==> config.mk <==
export PLATFORM = sky130hd
export DESIGN_NAME = wb_fifo_slave
export DESIGN_NICKNAME = d
export VERILOG_FILES = /design/src/rtl/wb_fifo_slave.sv
export SDC_FILE = /design/constraint.sdc
export NUM_CORES = 1
export LEC_CHECK = 0
export ABC_AREA = 1
export CORE_UTILIZATION = 55
export DETAILED_ROUTE_END_ITERATION = 16
export PLACE_DENSITY = 0.75
export SETUP_SLACK_MARGIN = 0.2
export SLEW_MARGIN = 10
export SYNTH_ARGS = -nofsm -noshare
export SYNTH_HDL_FRONTEND = slang
export SYNTH_SLANG_ARGS = --single-unit
export TNS_END_PERCENT = 100
==> constraint.sdc <==
create_clock -name clk_i -period 2.75 [get_ports clk_i]
set_input_delay 0.4125 -clock clk_i [delete_from_list [all_inputs] [get_ports clk_i]]
set_output_delay 0.4125 -clock clk_i [all_outputs]
set_load 0.005 [all_outputs]
==> src/rtl/wb_fifo_slave.sv <==
// Wishbone classic slave that bridges the CPU bus to a TX and an RX FIFO channel.
// The CPU pushes words into TX and a consumer drains them; a producer fills RX and the CPU pops it.
module wb_fifo_slave #(
  parameter int DW    = 16,
  parameter int DEPTH = 8,
  parameter int AW    = 3
) (
  input  logic          clk_i,
  input  logic          rst_i,
  input  logic [15:0]   adr_i,
  input  logic [DW-1:0] dat_i,
  output logic [DW-1:0] dat_o,
  input  logic          we_i,
  input  logic          cyc_i,
  input  logic          stb_i,
  output logic          ack_o,
  output logic [DW-1:0] tx_data_o,
  output logic          tx_valid_o,
  input  logic          tx_ready_i,
  input  logic [DW-1:0] rx_data_i,
  input  logic          rx_valid_i,
  output logic          rx_ready_o,
  output logic          irq_o
);

  // Handshakes: the CPU side is Wishbone classic and takes one wait state.
  // A request edge is any edge where cyc_i & stb_i are high and ack_o is low.
  // ack_o is high for exactly the cycle after that edge.
  // Each stream transfers a word on an edge where its valid and ready are both high.
  localparam logic [AW:0] FULL_CNT = (AW+1)'(DEPTH);

  localparam logic [1:0] REG_TXDATA  = 2'd0;
  localparam logic [1:0] REG_RXDATA  = 2'd1;
  localparam logic [1:0] REG_STATUS  = 2'd2;
  localparam logic [1:0] REG_CONTROL = 2'd3;

  logic          ack_q;
  logic [DW-1:0] dat_q;
  logic          tx_ovf;
  logic          rx_unf;

  logic [DW-1:0] tx_mem [DEPTH];
  logic [AW-1:0] tx_wr_ptr;
  logic [AW-1:0] tx_rd_ptr;
  logic [AW:0]   tx_count;

  logic [DW-1:0] rx_mem [DEPTH];
  logic [AW-1:0] rx_wr_ptr;
  logic [AW-1:0] rx_rd_ptr;
  logic [AW:0]   rx_count;

  logic          req;
  logic [1:0]    sel;
  logic          wr_acc;
  logic          rd_acc;
  logic          tx_empty;
  logic          tx_full;
  logic          rx_empty;
  logic          rx_full;
  logic          tx_push;
  logic          tx_pop;
  logic          rx_push;
  logic          rx_pop;
  logic          tx_ovf_set;
  logic          rx_unf_set;
  logic          ctl_wr;
  logic          tx_flush;
  logic          rx_flush;
  logic          flag_clr;
  logic [15:0]   status_word;
  logic [DW-1:0] rd_data;
  logic          unused_adr;

  assign unused_adr = ^{adr_i[15:3], adr_i[0]};

  assign req    = cyc_i & stb_i & ~ack_q;
  assign sel    = adr_i[2:1];
  assign wr_acc = req & we_i;
  assign rd_acc = req & ~we_i;

  // Full/empty come from registered counts, so same-edge pops never make room for a push.
  assign tx_empty = (tx_count == '0);
  assign tx_full  = (tx_count == FULL_CNT);
  assign rx_empty = (rx_count == '0);
  assign rx_full  = (rx_count == FULL_CNT);

  assign tx_push    = wr_acc & (sel == REG_TXDATA) & ~tx_full;
  assign tx_ovf_set = wr_acc & (sel == REG_TXDATA) & tx_full;
  assign tx_pop     = ~tx_empty & tx_ready_i;

  assign rx_push    = rx_valid_i & ~rx_full;
  assign rx_pop     = rd_acc & (sel == REG_RXDATA) & ~rx_empty;
  assign rx_unf_set = rd_acc & (sel == REG_RXDATA) & rx_empty;

  assign ctl_wr   = wr_acc & (sel == REG_CONTROL);
  assign tx_flush = ctl_wr & dat_i[0];
  assign rx_flush = ctl_wr & dat_i[1];
  assign flag_clr = ctl_wr & dat_i[2];

  assign status_word = {4'(tx_count), 4'(rx_count), 2'b00, rx_unf, tx_ovf,
                        rx_full, rx_empty, tx_full, tx_empty};

  always_comb begin
    rd_data = '0;
    if (!we_i) begin
      case (sel)
        REG_RXDATA: if (!rx_empty) rd_data = rx_mem[rx_rd_ptr];
        REG_STATUS: rd_data = DW'(status_word);
        default:    rd_data = '0;
      endcase
    end
  end

  // Storage arrays carry no reset; the pointers and counts define what is valid.
  always_ff @(posedge clk_i) begin
    if (!rst_i && tx_push) tx_mem[tx_wr_ptr] <= dat_i;
    if (!rst_i && rx_push) rx_mem[rx_wr_ptr] <= rx_data_i;
  end

  always_ff @(posedge clk_i) begin
    if (rst_i) begin
      ack_q <= 1'b0;
      dat_q <= '0;
    end else begin
      ack_q <= req;
      if (req) dat_q <= rd_data;
    end
  end

  always_ff @(posedge clk_i) begin
    if (rst_i || tx_flush) begin
      tx_wr_ptr <= '0;
      tx_rd_ptr <= '0;
      tx_count  <= '0;
    end else begin
      if (tx_push) tx_wr_ptr <= tx_wr_ptr + AW'(1);
      if (tx_pop)  tx_rd_ptr <= tx_rd_ptr + AW'(1);
      case ({tx_push, tx_pop})
        2'b10:   tx_count <= tx_count + (AW+1)'(1);
        2'b01:   tx_count <= tx_count - (AW+1)'(1);
        default: tx_count <= tx_count;
      endcase
    end
  end

  always_ff @(posedge clk_i) begin
    if (rst_i || rx_flush) begin
      rx_wr_ptr <= '0;
      rx_rd_ptr <= '0;
      rx_count  <= '0;
    end else begin
      if (rx_push) rx_wr_ptr <= rx_wr_ptr + AW'(1);
      if (rx_pop)  rx_rd_ptr <= rx_rd_ptr + AW'(1);
      case ({rx_push, rx_pop})
        2'b10:   rx_count <= rx_count + (AW+1)'(1);
        2'b01:   rx_count <= rx_count - (AW+1)'(1);
        default: rx_count <= rx_count;
      endcase
    end
  end

  // Sticky error flags; a set and a clear cannot share an edge since they need different registers.
  always_ff @(posedge clk_i) begin
    if (rst_i || flag_clr) begin
      tx_ovf <= 1'b0;
      rx_unf <= 1'b0;
    end else begin
      if (tx_ovf_set) tx_ovf <= 1'b1;
      if (rx_unf_set) rx_unf <= 1'b1;
    end
  end

  assign ack_o      = ack_q;
  assign dat_o      = dat_q;
  assign tx_data_o  = tx_mem[tx_rd_ptr];
  assign tx_valid_o = ~tx_empty;
  assign rx_ready_o = ~rx_full;
  assign irq_o      = ~rx_empty;

endmodule

==> results of run 1 <==
## Yosys cell counts, drive strengths merged
master and instances:
nand2 290, edfxtp 256, nor2 141, inv 118
nand3 100, o21ai 47, dfxtp 45, buf 38
o32ai 32, a21oi 30, clkbuf 16, ha 14
nor3 8, xor2 8, a211oi 3, nor3b 3
or2 3, a31oi 2, nand4 2, o22ai 2
and3 1, clkinv 1, nand3b 1, xnor2 1
## layout make-up
class / count / area (um^2) / area share
antenna: 1 / 2.50 / 0.000166
clock buffer: 43 / 832 / 0.0554
clock inverter: 11 / 86.3 / 0.00574
inverter: 119 / 459 / 0.0305
multi-input combinational: 688 / 3420 / 0.228
sequential: 301 / 8600 / 0.572
tap: 285 / 357 / 0.0237
timing repair buffer: 119 / 1270 / 0.0847
## per-stage QoR
| stage | std cells | setup WS, ns | util |
|---|---|---|---|
| 5_1_grt | 1566 | -0.0293 | 0.666 |
| 3_3_place_gp | 1507 | 0.175 | 0.614 |
| 3_5_place_dp | 1507 | 0.0852 | 0.614 |
| 6_report | 1567 | 0.0844 | 0.666 |
| 4_1_cts | 1565 | 0.0789 | 0.661 |
| 2_1_floorplan | 1162 | 0.267 | - |
## critical path: stages, from the launching register on
cell and delay (ns):
dfxtp_4 0.44, buf_6 0.19, nor2_1 0.07, o32ai_1 0.31, nand2_1 0.11, nand2_1 0.08, clkdlybuf4s50_1 0.49
## power by group
group,total [W],internal [W],switching (W)
clock network,0.00382,0.00218,0.00164
logic,0.00172,0.000789,0.000935
registers,0.00511,0.00502,0.0000893
total,0.0107,0.00799,0.00266
## worst min-delay path by stage
stage,startpoint,to
after detailed placement,dat_o[2],dat_o[2]
after floorplan,rx_unf,rx_unf
after global placement,tx_ovf,tx_ovf
after global routing,dat_o[1],dat_o[1]
after CTS,dat_o[1],dat_o[1]
final,dat_o[1],dat_o[1]
## sequential cells by signal (all words and copies together) (netlist names), named ones only
| name | flops |
|---|---|
| ack_o | 1 |
| dat_o | 16 |
| rx_count | 4 |
| rx_mem | 128 |
| rx_rd_ptr | 3 |
| rx_unf | 1 |
| rx_wr_ptr | 3 |
| tx_count | 4 |
| tx_mem | 128 |
| tx_ovf | 1 |
| tx_rd_ptr | 3 |
| tx_wr_ptr | 3 |
## logic make-up (layout without fill, tap and decap cells)
kind of cell / Yosys count / after routing / share of synthesized area
AOI/OAI and AO/OA: 116 / 116 / 0.0580
xor gates and xnor gates: 9 / 9 / 0.00624
adders and majority gates: 14 / 14 / 0.0139
buffers and inverters: 173 / 292 / 0.0572
DFF: 301 / 301 / 0.680
other: 0 / 1 / 0
and+or+nand+nor: 549 / 549 / 0.185
## routing by layer
metal | up-vias | part of all wire | GRT usage
li1 | 4140 | - | -
met1 | 4270 | 0.42 | 0.334
met2 | 405 | 0.49 | 0.419
met3 | 49 | 0.074 | 0.0383
met4 | 0 | 0.020 | 0.0643
met5 | - | 0 | 0
## repair_timing
action / in CTS / in global routing
cloned: 2 / 1
setup buffers: 2 / 0
pin swaps: 1 / 2
endpoints found under the setup margin: 16 / 16
resized for setup: 18 / 13
## cells in the final DEF, fill, tap and decap left out, types with 5 or more instances in the layout
master	instances
a21oi_1	27
buf_12	9
buf_4	28
clkbuf_1	6
clkbuf_16	30
clkbuf_8	5
clkdlybuf4s50_1	76
dfxtp_1	42
edfxtp_1	256
ha_1	14
inv_1	111
inv_2	6
nand2_1	285
nand3_1	99
nor2_1	131
nor2_2	5
o21ai_0	40
o21ai_1	7
o32ai_1	21
o32ai_2	11
xor2_1	8
==> results by group, run 1 <==
Setup path
  – Crit path capture type: output port
  – Crit path capture: tx_data_o[11]
  – RR Startpoint: tx_count[1]
  – Kind of critical path: flip-flop to output port
  – FF-to-FF End: tx_count[2]
  – Critical path required time: 2.34 ns
  – CP arrival: 2.25 ns
  – R2r worst-path depth: 12
  – Critical-path maximum fanout: 17
  – Worst R2R Setup Slack: 0.52 ns
  – CP Launch Type: flip-flop

Place
  – Cell Area, Placed: 13,900 um^2
  – Hpwl dp: 17,000 um
  – PortBufs: 76
  – GPL Wtd Cong: 0.816

CTS
  – Total CTS buffers: 29
  – Clock input transition at the sequential cells of the worst setup and hold paths: 0.06 ns
  – Htree depth: 1
  – Clk sinks: 301
  – Clk Latency, worst-skew pair: 0.55 ns
  – Clock tree from TritonCTS: done
  – Clk root buf: clkbuf_16
  – Number of hold buffers added after cts: 0
  – CTS max path bufs: 3

Routing
  – Vias/cell: 5.66
  – Via count: 8,864
  – Drt first pass iters: 5
  – Drt drc: 0
  – Starting DRT DRC Count: 695
  – Routed WL: 29,200 um
  – Antenna violation net count after detailed routing: 0
  – Routed wire per std cell: 18.7 um

Global route
  – Antenna violations before repair: 1
  – Vias in the first global route: 8,704
  – First-pass GRT wire length: 45,400 um
  – Largest net degree at the start of global routing: 65
  – Total grt overflow: 0
  – All-Layer GR Usage: 0.247

Synth
  – Top cells by area, synth: edfxtp_1 61%, nand2_1 8.5%, dfxtp_1 7.1%
  – Ys Warns: 0
  – Sequential share of the synthesized area: 0.680
  – #FFs+latches synth: 301
  – Post-Synthesis Cells: 1,162
  – Mapped Nets: 1,231
  – Top-area cell type share of the netlist area: 0.609
  – Largest area contributor in the netlist: edfxtp_1
  – Synthesized cell area: 12,600 um^2
  – Synthesized area per cell: 10.9 um^2
  – Yosys cell types: 39

STA
  – RSZ-0062 raised after global routing: true
  – Slew margin rel.: 0.489
  – Tmin final: 2.67 ns
  – Clock skew: 0.0111 ns
  – Hold_ws: 0.478 ns
  – Final setup fails: 0
  – Final hold vios: 0
  – Setup TNS Final: 0 ns
  – Post-route clock period utilization: 0.969
  – Peak Freq: 375 MHz
  – Worst-margin pin slew: 0.766 ns
  – Slew Viols, Final: 0

Power
  – Tot Pwr: 0.0107 W
  – Max VDD drop: 523 uV
  – Power density over the cells: 709 nW/um^2
  – Pleak: 5.77 nW

Layout
  – FILL cells: 1,636
  – Nets: 1,327
  – Layout cells sized above 1: 0.107
  – Syn-to-layout area delta: 19.0%
  – Final instance area: 15,000 um^2

Run status
  – Status: finished, final reports clean

Die
  – Die Area: 23,600 um^2
  – IO Count: 91
  – Chip width: 154 um
  – Cell row count: 55
  – DIE HEIGHT: 154 um
  – Initial Util: 0.560
  – Core Region: 22,600 um^2

Worst hold path
  – Hold depth: 2
  – Min-delay worst type: flip-flop to flip-flop

Job
  – Maxcap violations: 0
(Power assumes the default switching activity.)
==> inputs of run 2 (changes only) <==
--- a/config.mk
+++ b/config.mk
@@ -6,10 +6,12 @@
 export NUM_CORES = 1
 export LEC_CHECK = 0
 export ABC_AREA = 1
+export CORE_MARGIN = 2
 export CORE_UTILIZATION = 55
 export DETAILED_ROUTE_END_ITERATION = 16
 export PLACE_DENSITY = 0.75
 export SETUP_SLACK_MARGIN = 0.2
+export SKIP_LAST_GASP = 1
 export SLEW_MARGIN = 10
 export SYNTH_ARGS = -nofsm -noshare
 export SYNTH_HDL_FRONTEND = slang
==> run 2 against run 1 <==
Compared with the run above:
- sequential cell count stayed put
- via count down 1.5%
- routed wire length shrank 2.1%
- sequential power about the same
- register-to-register slack better by 0.02 ns
- power is 2.4% higher
- fmax fell by 0.82%
- hold slack worse by 0.011 ns
- critical endpoint is now tx_data_o[2]
- largest power group unchanged
==> results by group, run 2 (same netlist as run 1, synthesis figures left out) <==
Routing
  – Drt drc: 0 (unchanged)
  – Antenna violation net count after detailed routing: 0 (unchanged)
  – Vias/cell: 5.57 (-1.5%)
  – Via count: 8,728 (-1.5%)
  – Routed WL: 28,600 um (-2.1%)
  – Starting DRT DRC Count: 859 (+24%)
  – Drt first pass iters: 5 (unchanged)
  – Routed wire per std cell: 18.3 um (-2.1%)

Job
  – Maxcap violations: 0 (unchanged)

Run status
  – Status: finished, final reports clean

STA
  – Post-route clock period utilization: 0.977 (+0.00798)
  – RSZ-0062 raised after global routing: true
  – Tmin final: 2.69 ns (+0.0220 ns)
  – Final setup fails: 0 (unchanged)
  – Slew margin rel.: 0.533 (+0.0445)
  – Slew Viols, Final: 0 (unchanged)
  – Final worst-path setup slack: 0.0624 ns (-0.0220 ns)
  – Setup TNS Final: 0 ns (unchanged)
  – Final hold vios: 0 (unchanged)
  – Clock skew: 0.0105 ns (-0.000508 ns)
  – Worst-margin pin slew: 0.699 ns (-0.0666 ns)
  – Peak Freq: 372 MHz (-0.82%)
  – Hold_ws: 0.467 ns (-0.0110 ns)

Global route
  – Largest net degree at the start of global routing: 65 (unchanged)
  – Antenna violations before repair: 0 (-1)
  – Vias in the first global route: 8,523 (-2.1%)
  – Total grt overflow: 0 (unchanged)
  – All-Layer GR Usage: 0.239 (-0.00857)
  – First-pass GRT wire length: 44,800 um (-1.4%)

Power
  – Int Power: 0.00824 W (+3.1%)
  – Clock power frac: 0.377 (+0.018)
  – Sw Ratio: 0.245 (-0.00511)
  – Max VDD drop: 595 uV (+14%)
  – Share of power burned in registers: 0.469 (-0.010)
  – Pleak: 5.81 nW (+0.62%)
  – Net load switching power: 0.00267 W (+0.26%)
  – Combinational group share of total power: 0.154 (-0.008)
  – Power density over the cells: 725 nW/um^2 (+2.3%)
  – Tot Pwr: 0.0109 W (+2.4%)

Layout
  – Commonest non-fill, non-tap cell in the layout: nand2_1
  – Final instance area: 15,000 um^2 (about the same)
  – Most frequent cells in the layout: 284 x nand2_1, 256 x edfxtp_1, 131 x nor2_1, 111 x inv_1, 99 x nand3_1
  – Layout cells sized above 1: 0.103 (-0.00398)
  – Nets: 1,328 (+0.075%)
  – Syn-to-layout area delta: 19.1% (about the same)
  – Ant diodes: 0 (-1)

Setup path
  – CP dominant cell by count: nand2_1
  – R2r worst-path depth: 12 (unchanged)
  – Crit path depth: 7 (+1)
  – Worst R2R Setup Slack: 0.54 ns (+0.02 ns)
  – Kind of critical path: flip-flop to output port
  – RR Startpoint: tx_count[1]
  – CP Launch Type: flip-flop
  – CP arrival: 2.28 ns (+0.03 ns)
  – Cell family with most CP delay: buffers and inverters
  – Crit path capture type: output port
  – Critical-path maximum fanout: 6 (-11)
  – Crit-path slowest cell: clkdlybuf4s50_1
  – FF-to-FF End: tx_count[2]
  – Buf/Inv on CP: 3 (+1)
  – CP peak stage delay: 0.51 ns (+0.02 ns)
  – CP cell instances: buf_6 > buf_4 > nor2_1 > o32ai_1 > nand2_1 > nand2_1 > clkdlybuf4s50_1
  – Critical path required time: 2.34 ns (about the same)

Die
  – IO Count: 91 (unchanged)
  – Initial Util: 0.560 (unchanged)
  – Cell row count: 55 (unchanged)
  – Chip width: 156 um (+1.3%)
  – Core Region: 22,600 um^2 (unchanged)
  – DIE HEIGHT: 156 um (+1.3%)
  – Die Area: 24,200 um^2 (+2.6%)

Place
  – Dpl ws: 0.0142 ns (-0.0710 ns)
  – Cell Area, Placed: 13,800 um^2 (-0.14%)
  – Hpwl dp: 17,200 um (+0.67%)
  – GPL Wtd Cong: 0.821 (+0.60%)
  – PortBufs: 76 (unchanged)

CTS
  – Total CTS buffers: 31 (+6.9%)
  – Clock tree from TritonCTS: done
  – Clk root buf: clkbuf_16
  – CTS max path bufs: 3 (unchanged)
  – Clk sinks: 301 (unchanged)
  – Clock input transition at the sequential cells of the worst setup and hold paths: 0.06 ns (about the same)
  – Htree depth: 1 (unchanged)
  – Clk Latency, worst-skew pair: 0.55 ns (about the same)

Worst hold path
  – Min-delay src: dat_o[13]
  – Min-delay worst type: flip-flop to flip-flop
  – Hold Path End: dat_o[13]
  – Hold depth: 2 (unchanged)
-- run 2: cell types whose count changed in the layout (fill, tap and decap cells not counted), moves of 3 or more --
| cell | delta |
|---|---|
| o32ai_2 | -6 |
| clkdlybuf4s50_1 | -5 |
| clkbuf_8 | -5 |
| dlymetal6s2s_1 | +5 |
| bufinv_16 | +3 |
| clkbuf_2 | -3 |
| o32ai_1 | +6 |
| clkinvlp_4 | +3 |
-- run 2: how the worst max path moves through the flow --
stage	from	end	slack, ns
global placement	cyc_i	tx_count[2]	0.11
global route	flip-flop	tx_data_o[11]	-0.04
finish	flip-flop	tx_data_o[2]	0.06
CTS	flip-flop	tx_data_o[3]	0.09
floorplan	rx_count[0]	rx_mem[2][0]	0.27
detailed placement	cyc_i	tx_count[2]	0.01
-- run 2: layer usage --
layer  routed length [um]  global-route usage  up-vias
met1                12100               0.330     4191
li1                     -                   -     4130
met2                13400               0.389      350
met3                 2350              0.0408       57
met5                    0                   0        -
met4                  767              0.0799        0
-- run 2: worst min-delay path, stage by stage (launching register included) --
cell and delay, ns:
dfxtp_1 0.31, nand2_1 0.06, a21oi_1 0.05
-- run 2: per-stage QoR --
step / instances / utilization
floorplan: 1162 / -
global placement: 1506 / 0.613
detailed placement: 1506 / 0.613
CTS: 1564 / 0.663
global route: 1567 / 0.667
finish: 1567 / 0.667
-- run 2: power by group through the flow --
| stage | sequential (W) | clock (W) | combinational, W |
|---|---|---|---|
| 4_1_cts | 0.00511 | 0.00415 | 0.00161 |
| 3_5_place_dp | 0.00520 | 0 | 0.00143 |
| 2_1_floorplan | 0.00515 | 0 | 0.000881 |
| 3_3_place_gp | 0.00519 | 0 | 0.00139 |
| 6_report | 0.00511 | 0.00411 | 0.00168 |
| 5_1_grt | 0.00512 | 0.00433 | 0.00185 |
-- run 2: repair_timing --
action,CTS,global route
hold buffers,0,0
pin swaps,0,11
buffers inserted,1,2
setup endpoints to repair,16,16
gates resized for setup,21,11
gates cloned,1,1
-- run 2: layout make-up --
| cell class | count | area (um^2) |
|---|---|---|
| sequential | 301 | 8590 |
| timing repair buffer | 118 | 1250 |
| clock inverter | 20 | 208 |
| clock buffer | 36 | 795 |
| fill | 1610 | 7520 |
| tap | 285 | 357 |
| multi-input combinational | 688 | 3380 |
| inverter | 119 | 457 |
